File: config.mk
export PLATFORM = sky130hd
export DESIGN_NAME = pixel_collector
export DESIGN_NICKNAME = d
export VERILOG_FILES = /design/src/rtl/ray_pkg.sv /design/src/rtl/result_fifo.sv /design/src/rtl/pixel_collector.sv
export SDC_FILE = /design/constraint.sdc
export NUM_CORES = 2
export LEC_CHECK = 0
export CAP_MARGIN = 25
export CORE_UTILIZATION = 35
export CTS_CLUSTER_SIZE = 30
export DETAILED_ROUTE_END_ITERATION = 8
export HOLD_SLACK_MARGIN = 0.02
export PLACE_DENSITY_LB_ADDON = 0.08
export SLEW_MARGIN = 40
export SYNTH_ARGS = -nofsm -noshare
export SYNTH_HDL_FRONTEND = slang
export SYNTH_HIERARCHICAL = 1
export SYNTH_SLANG_ARGS = --single-unit
File: constraint.sdc
create_clock -name clk -period 20.8 [get_ports clk]
set_input_delay 4.16 -clock clk [delete_from_list [all_inputs] [get_ports clk]]
set_output_delay 4.16 -clock clk [all_outputs]
set_load 0.005 [all_outputs]
File: src/rtl/ray_pkg.sv
// Shared types and helpers for the ray-generation receive path.
// Contents: collector FSM state type, default data widths, and the
// op_code -> active core count decode.
package ray_pkg;

  typedef enum logic [1:0] {
    IDLE = 2'd0,
    RUN  = 2'd1,
    DONE = 2'd2
  } collector_state_t;

  localparam int unsigned PIXEL_W_DEF = 24;
  localparam int unsigned INDEX_W_DEF = 32;

  // Active core count N = op_code + 1 (1..4).
  function automatic logic [2:0] ncores(input logic [1:0] op_code);
    return {1'b0, op_code} + 3'd1;
  endfunction

endpackage

File: src/rtl/result_fifo.sv
// Synchronous per-core result FIFO holding {index, pixel} words.
// Ports:
//   clk, reset_n   clock, synchronous active-high reset
//   clear          synchronous flush (drops all entries)
//   wr_en/wr_data  push side; ignored while full
//   rd_en/rd_data  pop side; rd_data is the current head, ignored while empty
//   full, empty    occupancy flags
module result_fifo #(
  parameter int unsigned WIDTH = 56,
  parameter int unsigned DEPTH = 2
) (
  input  logic             clk,
  input  logic             reset_n,
  input  logic             clear,
  input  logic             wr_en,
  input  logic [WIDTH-1:0] wr_data,
  input  logic             rd_en,
  output logic [WIDTH-1:0] rd_data,
  output logic             full,
  output logic             empty
);

  localparam int unsigned AW = (DEPTH > 1) ? $clog2(DEPTH) : 1;
  localparam int unsigned CW = $clog2(DEPTH + 1);

  logic [WIDTH-1:0] mem [DEPTH];
  logic [AW-1:0]    wr_ptr;
  logic [AW-1:0]    rd_ptr;
  logic [CW-1:0]    count;
  logic             do_wr;
  logic             do_rd;

  // Full is checked before the pop of the same cycle, so no pass-through.
  assign full    = (count == CW'(DEPTH));
  assign empty   = (count == '0);
  assign do_wr   = wr_en && !full;
  assign do_rd   = rd_en && !empty;
  assign rd_data = mem[rd_ptr];

  function automatic logic [AW-1:0] ptr_next(input logic [AW-1:0] ptr);
    return (ptr == AW'(DEPTH - 1)) ? '0 : ptr + AW'(1);
  endfunction

  // Pointer and occupancy bookkeeping.
  always_ff @(posedge clk) begin
    if (reset_n || clear) begin
      wr_ptr <= '0;
      rd_ptr <= '0;
      count  <= '0;
    end else begin
      if (do_wr) wr_ptr <= ptr_next(wr_ptr);
      if (do_rd) rd_ptr <= ptr_next(rd_ptr);
      case ({do_wr, do_rd})
        2'b10:   count <= count + CW'(1);
        2'b01:   count <= count - CW'(1);
        default: count <= count;
      endcase
    end
  end

  // Storage array; contents are don't-care until written.
  always_ff @(posedge clk) begin
    if (do_wr) mem[wr_ptr] <= wr_data;
  end

endmodule

File: src/rtl/pixel_collector.sv
// Collects interleaved per-core shading results and re-emits them as a
// single raster-ordered video stream.
// Ports:
//   clk, reset_n                     clock, synchronous active-high reset
//   start, op_code, image_*          frame setup, sampled in IDLE
//   res_valid/res_ready/res_pixel/res_index   per-core result inputs (packed)
//   m_valid/m_ready/m_data/m_user/m_last      output video stream
//   busy, frame_done, index_error    status
module pixel_collector
  import ray_pkg::*;
#(
  parameter int unsigned MAX_CORES = 8,
  parameter int unsigned PIXEL_W   = PIXEL_W_DEF,
  parameter int unsigned INDEX_W   = INDEX_W_DEF,
  parameter int unsigned DEPTH     = 2
) (
  input  logic                         clk,
  input  logic                         reset_n,
  input  logic                         start,
  input  logic [1:0]                   op_code,
  input  logic [12:0]                  image_width,
  input  logic [12:0]                  image_height,
  input  logic [MAX_CORES-1:0]         res_valid,
  output logic [MAX_CORES-1:0]         res_ready,
  input  logic [MAX_CORES*PIXEL_W-1:0] res_pixel,
  input  logic [MAX_CORES*INDEX_W-1:0] res_index,
  output logic                         m_valid,
  input  logic                         m_ready,
  output logic [PIXEL_W-1:0]           m_data,
  output logic                         m_user,
  output logic                         m_last,
  output logic                         busy,
  output logic                         frame_done,
  output logic                         index_error
);

  localparam int unsigned CUR_W  = (MAX_CORES > 1) ? $clog2(MAX_CORES) : 1;
  localparam int unsigned N_W    = CUR_W + 1;
  localparam int unsigned DW     = INDEX_W + PIXEL_W;
  localparam int unsigned PROD_W = 26;

  collector_state_t state_q;
  collector_state_t state_d;

  logic [N_W-1:0]     n_q;
  logic [INDEX_W-1:0] total_q;
  logic [INDEX_W-1:0] expect_q;
  logic [CUR_W-1:0]   cur_q;

  logic [PROD_W-1:0]  frame_prod;
  logic [INDEX_W-1:0] frame_total;
  logic               start_frame;
  logic               running;
  logic               pop;
  logic               last_beat;

  logic [MAX_CORES-1:0] core_active;
  logic [MAX_CORES-1:0] fifo_wr;
  logic [MAX_CORES-1:0] fifo_rd;
  logic [MAX_CORES-1:0] fifo_full;
  logic [MAX_CORES-1:0] fifo_empty;
  logic [DW-1:0]        fifo_head [MAX_CORES];

  logic [DW-1:0]      head;
  logic [INDEX_W-1:0] head_index;
  logic [PIXEL_W-1:0] head_pixel;

  assign frame_prod  = PROD_W'(image_width) * PROD_W'(image_height);
  assign frame_total = INDEX_W'(frame_prod);

  assign running    = (state_q == RUN);
  assign head       = fifo_head[cur_q];
  assign head_index = head[DW-1 -: INDEX_W];
  assign head_pixel = head[PIXEL_W-1:0];
  assign last_beat  = (expect_q == total_q - INDEX_W'(1));

  // Output stream is the head of the FIFO owning the next raster index.
  assign m_valid = running && !fifo_empty[cur_q];
  assign m_data  = m_valid ? head_pixel : '0;
  assign m_user  = m_valid && (expect_q == '0);
  assign m_last  = m_valid && last_beat;
  assign pop     = m_valid && m_ready;

  assign busy       = running;
  assign frame_done = (state_q == DONE);

  // Per-core FIFOs; only the first N cores accept results, and only in RUN.
  for (genvar k = 0; k < MAX_CORES; k++) begin : g_core
    assign core_active[k] = (N_W'(k) < n_q);
    assign res_ready[k]   = running && core_active[k] && !fifo_full[k];
    assign fifo_wr[k]     = res_valid[k] && res_ready[k];
    assign fifo_rd[k]     = pop && (cur_q == CUR_W'(k));

    result_fifo #(
      .WIDTH (DW),
      .DEPTH (DEPTH)
    ) u_fifo (
      .clk     (clk),
      .reset_n (reset_n),
      .clear   (start_frame),
      .wr_en   (fifo_wr[k]),
      .wr_data ({res_index[k*INDEX_W +: INDEX_W], res_pixel[k*PIXEL_W +: PIXEL_W]}),
      .rd_en   (fifo_rd[k]),
      .rd_data (fifo_head[k]),
      .full    (fifo_full[k]),
      .empty   (fifo_empty[k])
    );
  end

  // State register.
  always_ff @(posedge clk) begin
    if (reset_n) state_q <= IDLE;
    else         state_q <= state_d;
  end

  // Next-state decode.
  always_comb begin
    state_d     = state_q;
    start_frame = 1'b0;
    case (state_q)
      IDLE: begin
        if (start) begin
          start_frame = 1'b1;
          state_d     = (frame_prod == '0) ? DONE : RUN;
        end
      end
      RUN: begin
        if (pop && last_beat) state_d = DONE;
      end
      DONE:    state_d = IDLE;
      default: state_d = IDLE;
    endcase
  end

  // Frame parameters, raster counters and sticky tag check.
  always_ff @(posedge clk) begin
    if (reset_n) begin
      n_q         <= '0;
      total_q     <= '0;
      expect_q    <= '0;
      cur_q       <= '0;
      index_error <= 1'b0;
    end else if (start_frame) begin
      n_q         <= N_W'(ncores(op_code));
      total_q     <= frame_total;
      expect_q    <= '0;
      cur_q       <= '0;
      index_error <= 1'b0;
    end else if (pop) begin
      expect_q <= expect_q + INDEX_W'(1);
      // Round-robin wrap at N avoids a modulo on the raster index.
      cur_q    <= (cur_q == CUR_W'(n_q - N_W'(1))) ? '0 : cur_q + CUR_W'(1);
      if (head_index != expect_q) index_error <= 1'b1;
    end
  end

endmodule

==> impl_metrics.json <==
{
  "status": "finished, violations left",
  "violations": "slew limit",
  "cts.path.max_buffers": 3,
  "cts_root_buf": "clkbuf_16",
  "postCtsSetupBuffers": 0,
  "gp_congestion": 0.887,
  "post-route-period-util_pct": 49.8,
  "grtUsageMet3_pct": 5.62,
  "cp_common_cell": "fa_1",
  "synth.distinct_cells": 80,
  "postRouteAntennaNets": 0,
  "cts_tree": "done",
  "synth_top_family_by_area": "multiplexers",
  "busiest_layer": "met2",
  "power.leakage_uw": 0.0202,
  "hold_viol_final": 0,
  "timing.hold.ws_ns": 0.496,
  "cpPeakStageDelay_ns": 0.75,
  "worstPathRequired_ns": 21.42,
  "fin_skew_ns": 0.0220,
  "reg2reg_depth": 11,
  "utilization_pct": 43.6,
  "crit_buf_inv": 5,
  "area_delta_synth_final_pct": 23.1,
  "avgRoutedWirePerCell_um": 26.6,
  "grt-ovfl-total": 0,
  "fin_crit_ns": 10.37,
  "hold_class": "reg2reg",
  "post-place-cells": 5317,
  "dp_hpwl_um": 103000,
  "dr.pass1.iters": 6,
  "htree_num_levels": 3,
  "cts_hold_buf": 0,
  "rr_endpoint": "state_q[1]$_SDFFE_PP0P_",
  "fin_cells": 5529,
  "synth_warnings": 6,
  "path_depth": 21,
  "num_rows": 134,
  "cts.repair.resized": 0,
  "cap_violations": 0,
  "synth_area_um2": 47600,
  "synth_edf_count": 896,
  "reg2reg_from": "cur_q[0]$_SDFFE_PP0P_",
  "first_global_vias": 30215,
  "clock_sinks": 1003,
  "port_buffers": 523,
  "rrSetupSlack_ns": 16.31,
  "synth.most_common_cell": "edfxtp_1",
  "crit_type": "in2reg",
  "cp-endpoint": "state_q[0]$_SDFFE_PP0P_",
  "die_h_um": 371,
  "io_pins": 526,
  "use_met1_pct": 24.3,
  "ir_drop_mv": 0.0715,
  "nets": 4357,
  "synth_common_cells": "896 x edfxtp_1, 451 x mux2_2, 218 x nand2_1",
  "power.density_nw_per_um2": 94.2,
  "vias_per_cell": 5.08,
  "synthAdderAreaFrac_pct": 7.48,
  "crit_start": "image_width[7]",
  "synth_simple_gate_area_share_pct": 6.64,
  "met2_usage_pct": 39.2,
  "place_ws_ns": 9.71,
  "track_usage_pct": 21.4,
  "antenna_found_initial": 69,
  "cp.arrival_ns": 10.99,
  "start_util_pct": 35.5,
  "startpoint_type": "primary input",
  "tns_ns": 0,
  "synth_top_area_share_pct": 56.5,
  "syn_avg_cell_area_um2": 15.2,
  "core_area_um2": 134000,
  "worstMarginPinSlew_ns": 3.87,
  "synthFlopType": "edfxtp_1",
  "fin_ws_ns": 10.43,
  "grt_max_degree": 57,
  "die_area_um2": 138000,
  "slew_viol_final": 57,
  "synthMuxAreaShare_pct": 16.7,
  "routed_wirelength_um": 147000,
  "vias": 28060,
  "synth_compound_area_share_pct": 2.71,
  "grt_setup_unrepaired": "false",
  "synth.area.top_cells": "edfxtp_1 56%, mux2_2 11%, mux4_2 5.4%, fa_1 5.1%, dfxtp_1 4.5%",
  "clock_latency_ns": 0.71,
  "n_fill_cell": 12009,
  "cp-end-kind": "register",
  "ys_seq_area_share_pct": 61.0,
  "numCtsBuffers": 106,
  "path_delay_family": "adder cells",
  "crit_chain": "clkdlybuf4s50_1 > and2_1 > fa_1 > inv_1 > fa_1 > inv_1 > fa_1 > fa_1 > inv_1 > fa_1 > inv_1 > ha_1 > a2111o_1 > o221a_2 > o21ba_2 > a31oi_2 > or4b_2 > o311ai_0 > nor3_1 > and3b_1 > a211oi_1",
  "dieWidth_um": 371,
  "final-setup-viol-count": 0,
  "crit_fanout": 13,
  "drc": 0,
  "slew_headroom_pct": -158,
  "yosysTopAreaCell": "edfxtp_1",
  "synth_xor_area_share_pct": 2.41,
  "grt_pass1_wl_um": 210000,
  "async_flop_share_pct": 0,
  "cp_slowest_cell": "clkdlybuf4s50_1",
  "clkTransAtPathRegs_ns": 0.07,
  "drive_above_1_share_pct": 22.6,
  "max_freq_ghz": 0.0965,
  "syn_inst": 3132,
  "synth_seq_cells": 1003,
  "drt_iter0_markers": 1432
}
through the flow:
step	power, µW	cell area, µm²
after global placement	3510	54800
after global routing	5810	58600
after CTS	5570	58600
after floorplan	3170	47600
final	5520	58600
after detailed placement	3530	54900
logic make-up after synthesis:
| group | Yosys count |
|---|---|
| AO/OA/AOI/OAI | 205 |
| XOR/XNOR | 131 |
| adder cells (fa/ha/maj) | 212 |
| buffers and inverters | 364 |
| flip-flops | 1003 |
| multiplexers | 598 |
| other | 1 |
| AND/OR/NAND/NOR | 618 |
report_power, final:
part	internal [µW]	switching, µW
logic	545	692
clock network	1200	821
registers	2230	32.1
total	3970	1550
per-layer routing:
layer | wire, µm | up-vias | share of wire, %
met5 | 620 | - | 0.42
li1 | - | 12616 | -
met1 | 56400 | 14424 | 38
met3 | 8840 | 262 | 6.0
met4 | 3530 | 90 | 2.4
met2 | 77900 | 668 | 53
tightest hold or removal path, stage by stage (launching register included):
cell	delay (ns)
dfxtp_1	0.32
o21ai_0	0.07
a21oi_1	0.06
state kept, by name, indices dropped and copies added (netlist names), named ones only:
name / flops
index_error: 1
expect_q: 32
state_q: 2
g_core.u_fifo/mem: 896
g_core.u_fifo/rd_ptr: 8
total_q: 26
cur_q: 3
n_q: 3
g_core.u_fifo/count: 16
g_core.u_fifo/wr_ptr: 8
cell type report:
cell class / instances / area, µm² / share of cell area, %
diodes: 12 / 30.0 / 0.0512
clock buffers: 122 / 2780 / 4.74
clock inverters: 78 / 932 / 1.59
inverters: 215 / 813 / 1.39
multi-input cells: 1768 / 17200 / 29.3
flip-flops and latches: 1003 / 29100 / 49.6
well taps: 1768 / 2210 / 3.77
repair buffers: 563 / 5610 / 9.57
cell usage in the layout, fill, tap and decap left out, types with 8 or more instances in the layout:
master and instances:
a211oi_1 16, a21oi_1 90, and2_1 97, and3_1 16
buf_4 29, buf_6 8, bufinv_16 19, clkbuf_1 13
clkbuf_16 109, clkdlybuf4s50_1 523, clkinv_1 19, clkinv_2 21
clkinvlp_4 10, dfxtp_1 97, diode_2 12, edfxtp_1 896
fa_1 121, ha_1 91, inv_1 199, inv_2 13
mux2_2 451, mux2i_1 33, mux4_2 114, nand2_1 217
nand2b_2 8, nand3_1 20, nand4_1 22, nor2_1 112
nor3_1 26, nor4_1 16, o21a_1 17, o21ai_0 31
or2_2 10, or3_1 29, xnor2_1 67, xor2_1 64
how the worst min path moves through the flow:
stage,to,depth (start not counted),start
2_1_floorplan,state_q[1]$_SDFFE_PP0P_,1,state_q[1]$_SDFFE_PP0P_
3_3_place_gp,state_q[1]$_SDFFE_PP0P_,1,state_q[1]$_SDFFE_PP0P_
3_5_place_dp,g_core[0].u_fifo/wr_ptr$_SDFFE_PP0P_,2,g_core[0].u_fifo/wr_ptr$_SDFFE_PP0P_
4_1_cts,g_core[0].u_fifo/wr_ptr$_SDFFE_PP0P_,2,g_core[0].u_fifo/wr_ptr$_SDFFE_PP0P_
5_1_grt,g_core[4].u_fifo/wr_ptr$_SDFFE_PP0P_,2,g_core[4].u_fifo/wr_ptr$_SDFFE_PP0P_
6_report,g_core[4].u_fifo/wr_ptr$_SDFFE_PP0P_,2,g_core[4].u_fifo/wr_ptr$_SDFFE_PP0P_
No activity file was read; power rests on OpenSTA's default activity.
